[config.mk]
export PLATFORM = sky130hd
export DESIGN_NAME = fifo_wr_arbiter
export DESIGN_NICKNAME = d
export VERILOG_FILES = /design/src/rtl/fifo_arb_pkg.sv /design/src/rtl/rr_pick.sv /design/src/rtl/fifo_wr_arbiter.sv
export SDC_FILE = /design/constraint.sdc
export NUM_CORES = 1
export LEC_CHECK = 0
export ABC_CLOCK_PERIOD_IN_PS = 2650
export CAP_MARGIN = 25
export CORE_ASPECT_RATIO = 0.7
export CORE_UTILIZATION = 30
export CTS_CLUSTER_SIZE = 10
export DETAILED_ROUTE_END_ITERATION = 8
export PLACE_DENSITY = 0.92
export SYNTH_ARGS = -nofsm -noshare
export SYNTH_HDL_FRONTEND = slang
export SYNTH_SLANG_ARGS = --single-unit
[constraint.sdc]
create_clock -name clk -period 2.65 [get_ports clk]
set_input_delay 0.265 -clock clk [delete_from_list [all_inputs] [get_ports clk]]
set_output_delay 0.265 -clock clk [all_outputs]
set_load 0.03 [all_outputs]
[src/rtl/fifo_arb_pkg.sv]
// Shared types and helpers for the FIFO write-side arbiter.
// State encoding, statistics width and index-width helper.
package fifo_arb_pkg;

  typedef enum logic {
    IDLE  = 1'b0,
    GRANT = 1'b1
  } state_t;

  localparam int STAT_W = 16;

  function automatic int idx_w(input int n);
    return (n > 1) ? $clog2(n) : 1;
  endfunction

endpackage

[src/rtl/rr_pick.sv]
// Rotate-priority picker: first set request at or above ptr,
// wrapping modulo N back to index 0.
module rr_pick
  import fifo_arb_pkg::*;
#(
  parameter int N  = 4,
  parameter int IW = 2
) (
  input  logic [N-1:0]  req,
  input  logic [IW-1:0] ptr,
  output logic          found,
  output logic [IW-1:0] idx
);

  // Scan from farthest to nearest so the nearest hit wins.
  always_comb begin
    logic [IW-1:0] j;
    found = 1'b0;
    idx   = '0;
    j     = '0;
    for (int k = N - 1; k >= 0; k--) begin
      j = IW'((int'(ptr) + k) % N);
      if (req[j]) begin
        found = 1'b1;
        idx   = j;
      end
    end
  end

endmodule

[src/rtl/fifo_wr_arbiter.sv]
// Round-robin burst arbiter sharing one FIFO write port.
// Optional per-requester counters: FIFO_WR_ARB_STATS_EN.
module fifo_wr_arbiter
  import fifo_arb_pkg::*;
#(
  parameter  int N_REQ     = 4,
  parameter  int Width     = 16,
  parameter  int BURST_MAX = 4,
  localparam int IW        = idx_w(N_REQ),
  localparam int BW        = $clog2(BURST_MAX + 1)
) (
  input  logic                   clk,
  input  logic                   rst,
  input  logic [N_REQ-1:0]       req_valid,
  input  logic [N_REQ*Width-1:0] req_data,
  output logic [N_REQ-1:0]       req_ready,
  input  logic                   fifo_full,
  output logic                   fifo_write_en,
  output logic [Width-1:0]       fifo_d_in,
`ifdef FIFO_WR_ARB_STATS_EN
  output logic [N_REQ*STAT_W-1:0] stat_count,
`endif
  output logic [IW-1:0]          grant_id,
  output logic                   busy
);

  state_t          state;
  logic [IW-1:0]   rr_ptr;
  logic [BW-1:0]   burst_cnt;
  logic            pick_found;
  logic [IW-1:0]   pick_idx;
  logic [N_REQ-1:0] xfer;
  logic [IW-1:0]   next_ptr;
  logic [Width-1:0] data_arr [N_REQ];

  rr_pick #(
    .N  (N_REQ),
    .IW (IW)
  ) u_pick (
    .req   (req_valid),
    .ptr   (rr_ptr),
    .found (pick_found),
    .idx   (pick_idx)
  );

  for (genvar g = 0; g < N_REQ; g++) begin : g_unpack
    assign data_arr[g] = req_data[g*Width +: Width];
  end

  // Owner is ready only while granted, not stalled, not in reset.
  always_comb begin
    req_ready = '0;
    if (state == GRANT && !fifo_full && !rst)
      req_ready[grant_id] = 1'b1;
  end

  assign xfer          = req_valid & req_ready;
  assign fifo_write_en = |xfer;
  assign fifo_d_in     = data_arr[grant_id];
  assign busy          = (state == GRANT) && !rst;
  assign next_ptr      = (grant_id == IW'(N_REQ - 1)) ?
                         '0 : grant_id + 1'b1;

  // Arbitration FSM: one idle cycle to pick, bounded burst in GRANT.
  always_ff @(posedge clk) begin
    if (rst) begin
      state     <= IDLE;
      rr_ptr    <= '0;
      burst_cnt <= '0;
      grant_id  <= '0;
    end else begin
      unique case (state)
        IDLE: begin
          if (pick_found) begin
            grant_id  <= pick_idx;
            burst_cnt <= '0;
            state     <= GRANT;
          end
        end
        GRANT: begin
          if (!req_valid[grant_id]) begin
            rr_ptr    <= next_ptr;
            burst_cnt <= '0;
            state     <= IDLE;
          end else if (fifo_write_en &&
                       burst_cnt == BW'(BURST_MAX - 1)) begin
            rr_ptr    <= next_ptr;
            burst_cnt <= '0;
            state     <= IDLE;
          end else if (fifo_write_en) begin
            burst_cnt <= burst_cnt + 1'b1;
          end
        end
        default: state <= IDLE;
      endcase
    end
  end

`ifdef FIFO_WR_ARB_STATS_EN
  // Saturating per-requester transfer counters.
  always_ff @(posedge clk) begin
    if (rst) begin
      stat_count <= '0;
    end else begin
      for (int i = 0; i < N_REQ; i++) begin
        if (xfer[i] && stat_count[i*STAT_W +: STAT_W] != '1)
          stat_count[i*STAT_W +: STAT_W] <=
            stat_count[i*STAT_W +: STAT_W] + 1'b1;
      end
    end
  end
`endif

endmodule

# --- After elaboration in Yosys (flattened, before gate mapping) ---
# Cells that the tools add are included.
word_totals:
  reg_bits: 8
  latchBits: 0
  ramBits: 0
  mem_bits_ro: 0
  output_inout_bits: 24
  wordCells: 71
  n_memories: 0
op_classes:
  addsub: 5
  multipliers: 0
  n_div: 0
  magnitude_cmp: 7
  n_eq_ne: 5
  shifts: 0
  muxes: 36
  bitwise: 3
  n_reduce_logical: 11
ops:
  columns: ["cell", "count"]
  rows:
  - ["16-bit binary-select mux with 2-bit select", 1]
  - ["16-bit two-way mux", 2]
  - ["2-bit by 3-bit < comparator with 1-bit output (second input constant)", 5]
  - ["2-bit two-way mux", 7]
  - ["1-bit two-way mux", 13]
  - ["3-bit two-way mux", 4]
  - ["1-bit binary-select mux with 2-bit select", 5]
  - ["3-bit one-hot mux with 2 select lines", 1]
  - ["2-bit AND reduction", 3]
  - ["1-bit logical AND", 5]
  - ["2-bit by 1-bit adder with 2-bit output (second input constant)", 2]
  - ["2-bit adder (second input constant)", 2]
  - ["4-bit AND", 1]
  - ["4-bit two-way mux", 1]
  - ["4-bit by 3-bit inequality test with 1-bit output (second input constant)", 1]
  - ["4-bit OR reduction", 1]
  - ["3-bit by 1-bit adder with 3-bit output (second input constant)", 1]
  - ["3-bit by 2-bit == test with 1-bit output (second input constant)", 1]
  - ["3-bit greater-or-equal comparator (second input constant)", 1]
  - ["2-bit NOT with 3-bit output", 1]
  - ["1-bit demux with 2-bit select", 1]
  - ["2-bit == test (second input constant)", 1]
  - ["2-bit by 1-bit greater-or-equal comparator with 1-bit output (second input constant)", 1]
  - ["1-bit zero test", 2]
  - ["other kinds (4)", 4]

# --- Depth between registers and ports, before layout ---
logic_depth:
  depth_word: 11
  ltp_mapped: 8
  mapped_depth_nobuf: 6

# --- Cells and area by module ---
# From an unflattened synthesis, not the netlist that was laid out.
unflattened:
  hier_cells: 92
  hier_area_um2: 985.9
by_module_without_submodules:
  columns: ["module", "n_inst", "cells_per_inst", "area_per_inst_um2", "seq_area_each_um2"]
  rows:
  - ["fifo_wr_arbiter", 1, 79, 908.4, 160.2]
  - ["rr_pick", 1, 13, 77.6, 0.0]

# --- Worst setup path after synthesis ---
# No wires, ideal clock.
synth_path:
  path_kind: "register to register"
  start: "register grant_id[0]"
  end: "register rr_ptr[0]"
  t_arrival_ns: 2.410
  t_required_ns: 2.527
  slack_ns: 0.117
  path_stages_with_launch: 9
  period_less_slack_ns: 2.533
  cell_sequence: "dfxtp_1 buf_2 buf_2 inv_1 ha_1 a22o_1 o21ai_1 o21ai_2 mux2_1"
synth_between:
  elab_chain_cells: 10
synth_rtl:
  columns: ["element", "line_no", "source"]
  rows:
  - ["from (decl)", "fifo_wr_arbiter.sv:23", "output logic [IW-1:0] grant_id,"]
  - ["from (signal assigned)", "fifo_wr_arbiter.sv:75", "grant_id <= pick_idx;"]
  - ["2-bit by 3-bit < comparator with 1-bit output (not written as such) / 2-bit by 1-bit greater-or-equal comparator with 1-bit output (equally long branches)", "fifo_wr_arbiter.sv:54", "req_ready[grant_id] = 1'b1;"]
  - ["1-bit logical AND (not written as such)", "fifo_wr_arbiter.sv:54", null]
  - ["1-bit two-way mux (not written as such)", "fifo_wr_arbiter.sv:54", null]
  - ["1-bit demux with 2-bit select", "fifo_wr_arbiter.sv:54", null]
  - ["4-bit two-way mux", "fifo_wr_arbiter.sv:53", "if (state == GRANT && !fifo_full && !rst)"]
  - ["4-bit AND", "fifo_wr_arbiter.sv:57", "assign xfer = req_valid & req_ready;"]
  - ["4-bit OR reduction", "fifo_wr_arbiter.sv:58", "assign fifo_write_en = |xfer;"]
  - ["1-bit logical AND", "fifo_wr_arbiter.sv:85", "end else if (fifo_write_en &&"]
  - ["2-bit by 1-bit inequality test with 1-bit output (no line)", null, null]
  - ["2-bit AND reduction (no line)", null, null]
  - ["to (signal assigned)", "fifo_wr_arbiter.sv:82", "rr_ptr <= next_ptr;"]
  - ["to (signal assigned)", "fifo_wr_arbiter.sv:87", "rr_ptr <= next_ptr;"]
  - ["to (decl)", "fifo_wr_arbiter.sv:28", "logic [IW-1:0] rr_ptr;"]
# Parallel ways exist; a longest one is shown, timed or not. The select of a mux whose other input is x is not followed.
# A chain may end at the register's enable or synchronous reset.

# --- Worst setup path after layout ---
layout_path:
  start: "register grant_id[0]"
  end: "output fifo_d_in[6]"
layout_between:
  elab_chain_cells: 4
layout_rtl:
  columns: ["element", "line_no", "source"]
  rows:
  - ["2-bit NOT with 3-bit output (not written as such)", "fifo_wr_arbiter.sv:59", "assign fifo_d_in = data_arr[grant_id];"]
  - ["16-bit binary-select mux with 2-bit select", "fifo_wr_arbiter.sv:59", null]
  - ["16-bit two-way mux (not written as such) (2 in a row)", "fifo_wr_arbiter.sv:59", null]
  - ["to (decl)", "fifo_wr_arbiter.sv:19", "output logic [Width-1:0] fifo_d_in,"]
# No other way between the ends. The select of a mux whose other input is x is not followed.

==> results.md <==
- Synth warn: 0
- Critical path capture point type: primary output
- Initial drt markers: 66
- Syn Area/Cell: 10.8 um^2
- Starting Density: between 30 and 40%
- Hold path cells: 2
- Synth Instances: 89
- Die Ht: 49.3 um
- Post-detailed-route DRC marker count: 0
- Synthesized flop and latch total: 8
- Hold Startpoint: burst_cnt[2]$_SDFFE_PP0P_
- Maximum VDD drop: 0.214 mV
- Worst Tran Pin Value: about 350 ps
- Drt wl/cell: between 15 and 20 um
- Area of the multi-input gates: 747 um^2
- Worst-path clk slew: ~40 ps
- ANT nets after route: 0
- CORE AREA: about 2900 um^2
- Top cell type's share of synthesized area: 39.9%
- Total grt overflow: 0
- CP Max Fanout: 19
- Max-cap viol count: 0
- Setup TNS: 0 ps
- Finished Cell Area: 1990 um^2
- Number of enable flip-flop cells after synthesis: 0
- Final setup violating endpoints: 0
- CP cell instances: buf_12 -> mux4_2 -> clkdlybuf4s50_1
- Hold slack: 438 ps
- Drt total wl: 3.77 mm
- Final setup margin: 333 ps
- First-pass GRT wire length: 5.95 mm
- Buffers & Inverters on Critical Path: 2
- RSZ-0062 raised after global routing: no
- DP HPWL: 3.23 mm
- Vias in the first global route: 1,221
- Sink Count: 8
- Slew HR: 76.6%
- Reg area: 160 um^2
- Syn Nets: 165
- Leading area contributor after synthesis: mux4_2
- Pleak: 0.714 nW
- Final Hold Vio Count: 0
- CP max stage delay: 630 ps
- Antenna violations before repair: 0
- Tmin final: around 2300 ps
- Routed vias: between 1,000 and 1,500
- Status: finished, final reports clean
- PwrDens: 361 nW/um^2
- Slew Viols, Final: 0
- Largest net degree at the start of global routing: 20
- Reg2Reg Capture Point: rr_ptr[0]$_SDFFE_PP0P_
- HP Class: reg2reg
- Cts hold-fix bufs: 0
- TritonCTS buffer count: 3
- R2R Setup Slk: 810 ps
- Reg2Reg Launch Point: grant_id[1]$_SDFFE_PP0P_
- Placed insts: around 220
- Gpl congestion: 1.06
- Nets: approximately 260
- Register area share after synthesis: 16.7%
- Post-DP Area: 1950 um^2
- Clock Path Buffers: 2
- Period utilization: 87.4%
- Worst path top cell family by delay: buffers and inverters
- Clk_skew: 2.71 ps
- Full die area: 3430 um^2
- Ys flop type: dfxtp_1
- Finished Core Util: approximately two thirds
- # diodes: 0
- DR pass1 iterations: 4
- Pre-CTS setup slack: around 380 ps
- Tot Pwr: 0.719 mW
- CP max-delay cell: clkdlybuf4s50_1
- Clock Latency Late Sink: 230 ps
- Die width: 69.6 um
- Final non-filler cell total: 220
- H-tree levels: 1
- Main area contributors after synthesis: mux4_2 (40%), dfxtp_1 (17%), ha_1 (6.5%), nand2_1 (3.5%), a21oi_1 (3.1%)
- Hold EP: burst_cnt[2]$_SDFFE_PP0P_
- Post-synth ARST share: 0%
- Post-Syn Area: 958 um^2
- Num rows: 16
- Fill count: 234
- Most numerous cell in the Yosys netlist: mux4_2
- Area delta synth->final: 108%
- Critical Path RT: 2380 ps
- Critical Path AT: just over 2000 ps
- Number of setup buffers added after CTS: 0
- Total track usage: between 20% and 30%
- Proportion of layout cells with a drive suffix above 1: ~15%
- Worst setup SP type: flip-flop
- R2r worst-path depth: 7
- FMAX: 432 MHz
- CTS tree: built
- Unique masters post-synth: 31
- I/O pin total: 95
- Crit path kind: reg2out
- Synth cell count leaders: mux4_2 (17), nand2_1 (9), dfxtp_1 (8), a21oi_1 (6), inv_1 (6)
- Port buffer count: 94
- PostCTS Resize Cnt: 0
- Clock Tree Root: clkbuf_8
- Vias/cell: approximately 5.3
flip-flops by register name (all words and copies together) (netlist names):
signal and count:
state 1, grant_id 2, burst_cnt 3, rr_ptr 2
worst reg2reg max path: stages, from the launching register on:
cell	delay, ps
dfxtp_1	480
inv_1	120
ha_1	220
a22o_1	180
o21ai_1	170
buf_4	170
o21ai_2	80
mux2_1	320
layout make-up:
type | instances | share of cell area, %
multi-input combinational | 70 | 37.5
inverter | 6 | 1.13
timing repair buffer | 97 | 49.0
tap | 36 | 2.26
clock buffer | 3 | 2.07
sequential | 8 | 8.04
routing by layer:
layer	share of wire (%)	vias to the layer above	global-route usage, %	wire length, um
met3	7.9	8	6.40	297
met2	52	68	41.9	1970
met4	1.7	0	7.82	64
met1	38	551	25.7	1430
met5	0	-	0	0
li1	-	541	-	-
worst max-delay path by stage:
stage               slack [ps]  depth (start not counted)                startpoint                     end
global route               220                          6  grant_id[0]$_SDFFE_PP0P_           fifo_write_en
global placement           440                          5                       rst           fifo_write_en
CTS                        320                          3  grant_id[0]$_SDFFE_PP0P_            fifo_d_in[6]
finish                     330                          3  grant_id[0]$_SDFFE_PP0P_            fifo_d_in[6]
floorplan                  120                          8  grant_id[0]$_SDFFE_PP0P_  rr_ptr[0]$_SDFFE_PP0P_
detailed placement         380                          5                       rst           fifo_write_en
cell usage in the layout (no fill, tap or decap), types with 2 or more instances in the layout:
cell type / synthesis / routed
ha_1: 5 / 5
buf_4: 0 / 2
mux4_2: 17 / 17
nand2b_1: 2 / 2
o22ai_1: 2 / 2
inv_1: 6 / 6
clkdlybuf4s50_1: 0 / 94
dfxtp_1: 8 / 8
nand2_1: 9 / 9
a22o_1: 2 / 2
clkbuf_8: 0 / 3
and2_1: 4 / 4
a21oi_1: 6 / 6
nor2_1: 5 / 5
mux2i_1: 2 / 2
cell families (layout without fill, tap and decap cells):
| group | after synthesis | count (layout) | synth area share, % |
|---|---|---|---|
| AND/OR/NAND/NOR | 30 | 30 | 17.9 |
| flip-flops | 8 | 8 | 16.7 |
| multiplexers | 20 | 20 | 43.2 |
| buffers and inverters | 11 | 106 | 5.35 |
| AO/OA/AOI/OAI | 15 | 15 | 10.3 |
| adder cells (fa/ha/maj) | 5 | 5 | 6.53 |
power breakdown:
part	total [mW]	internal, mW	switching [mW]
Combinational	0.428	0.245	0.183
Sequential	0.143	0.129	0.0143
Clock	0.148	0.0985	0.0491
Total	0.719	0.473	0.246
(Power assumes the default switching activity.)
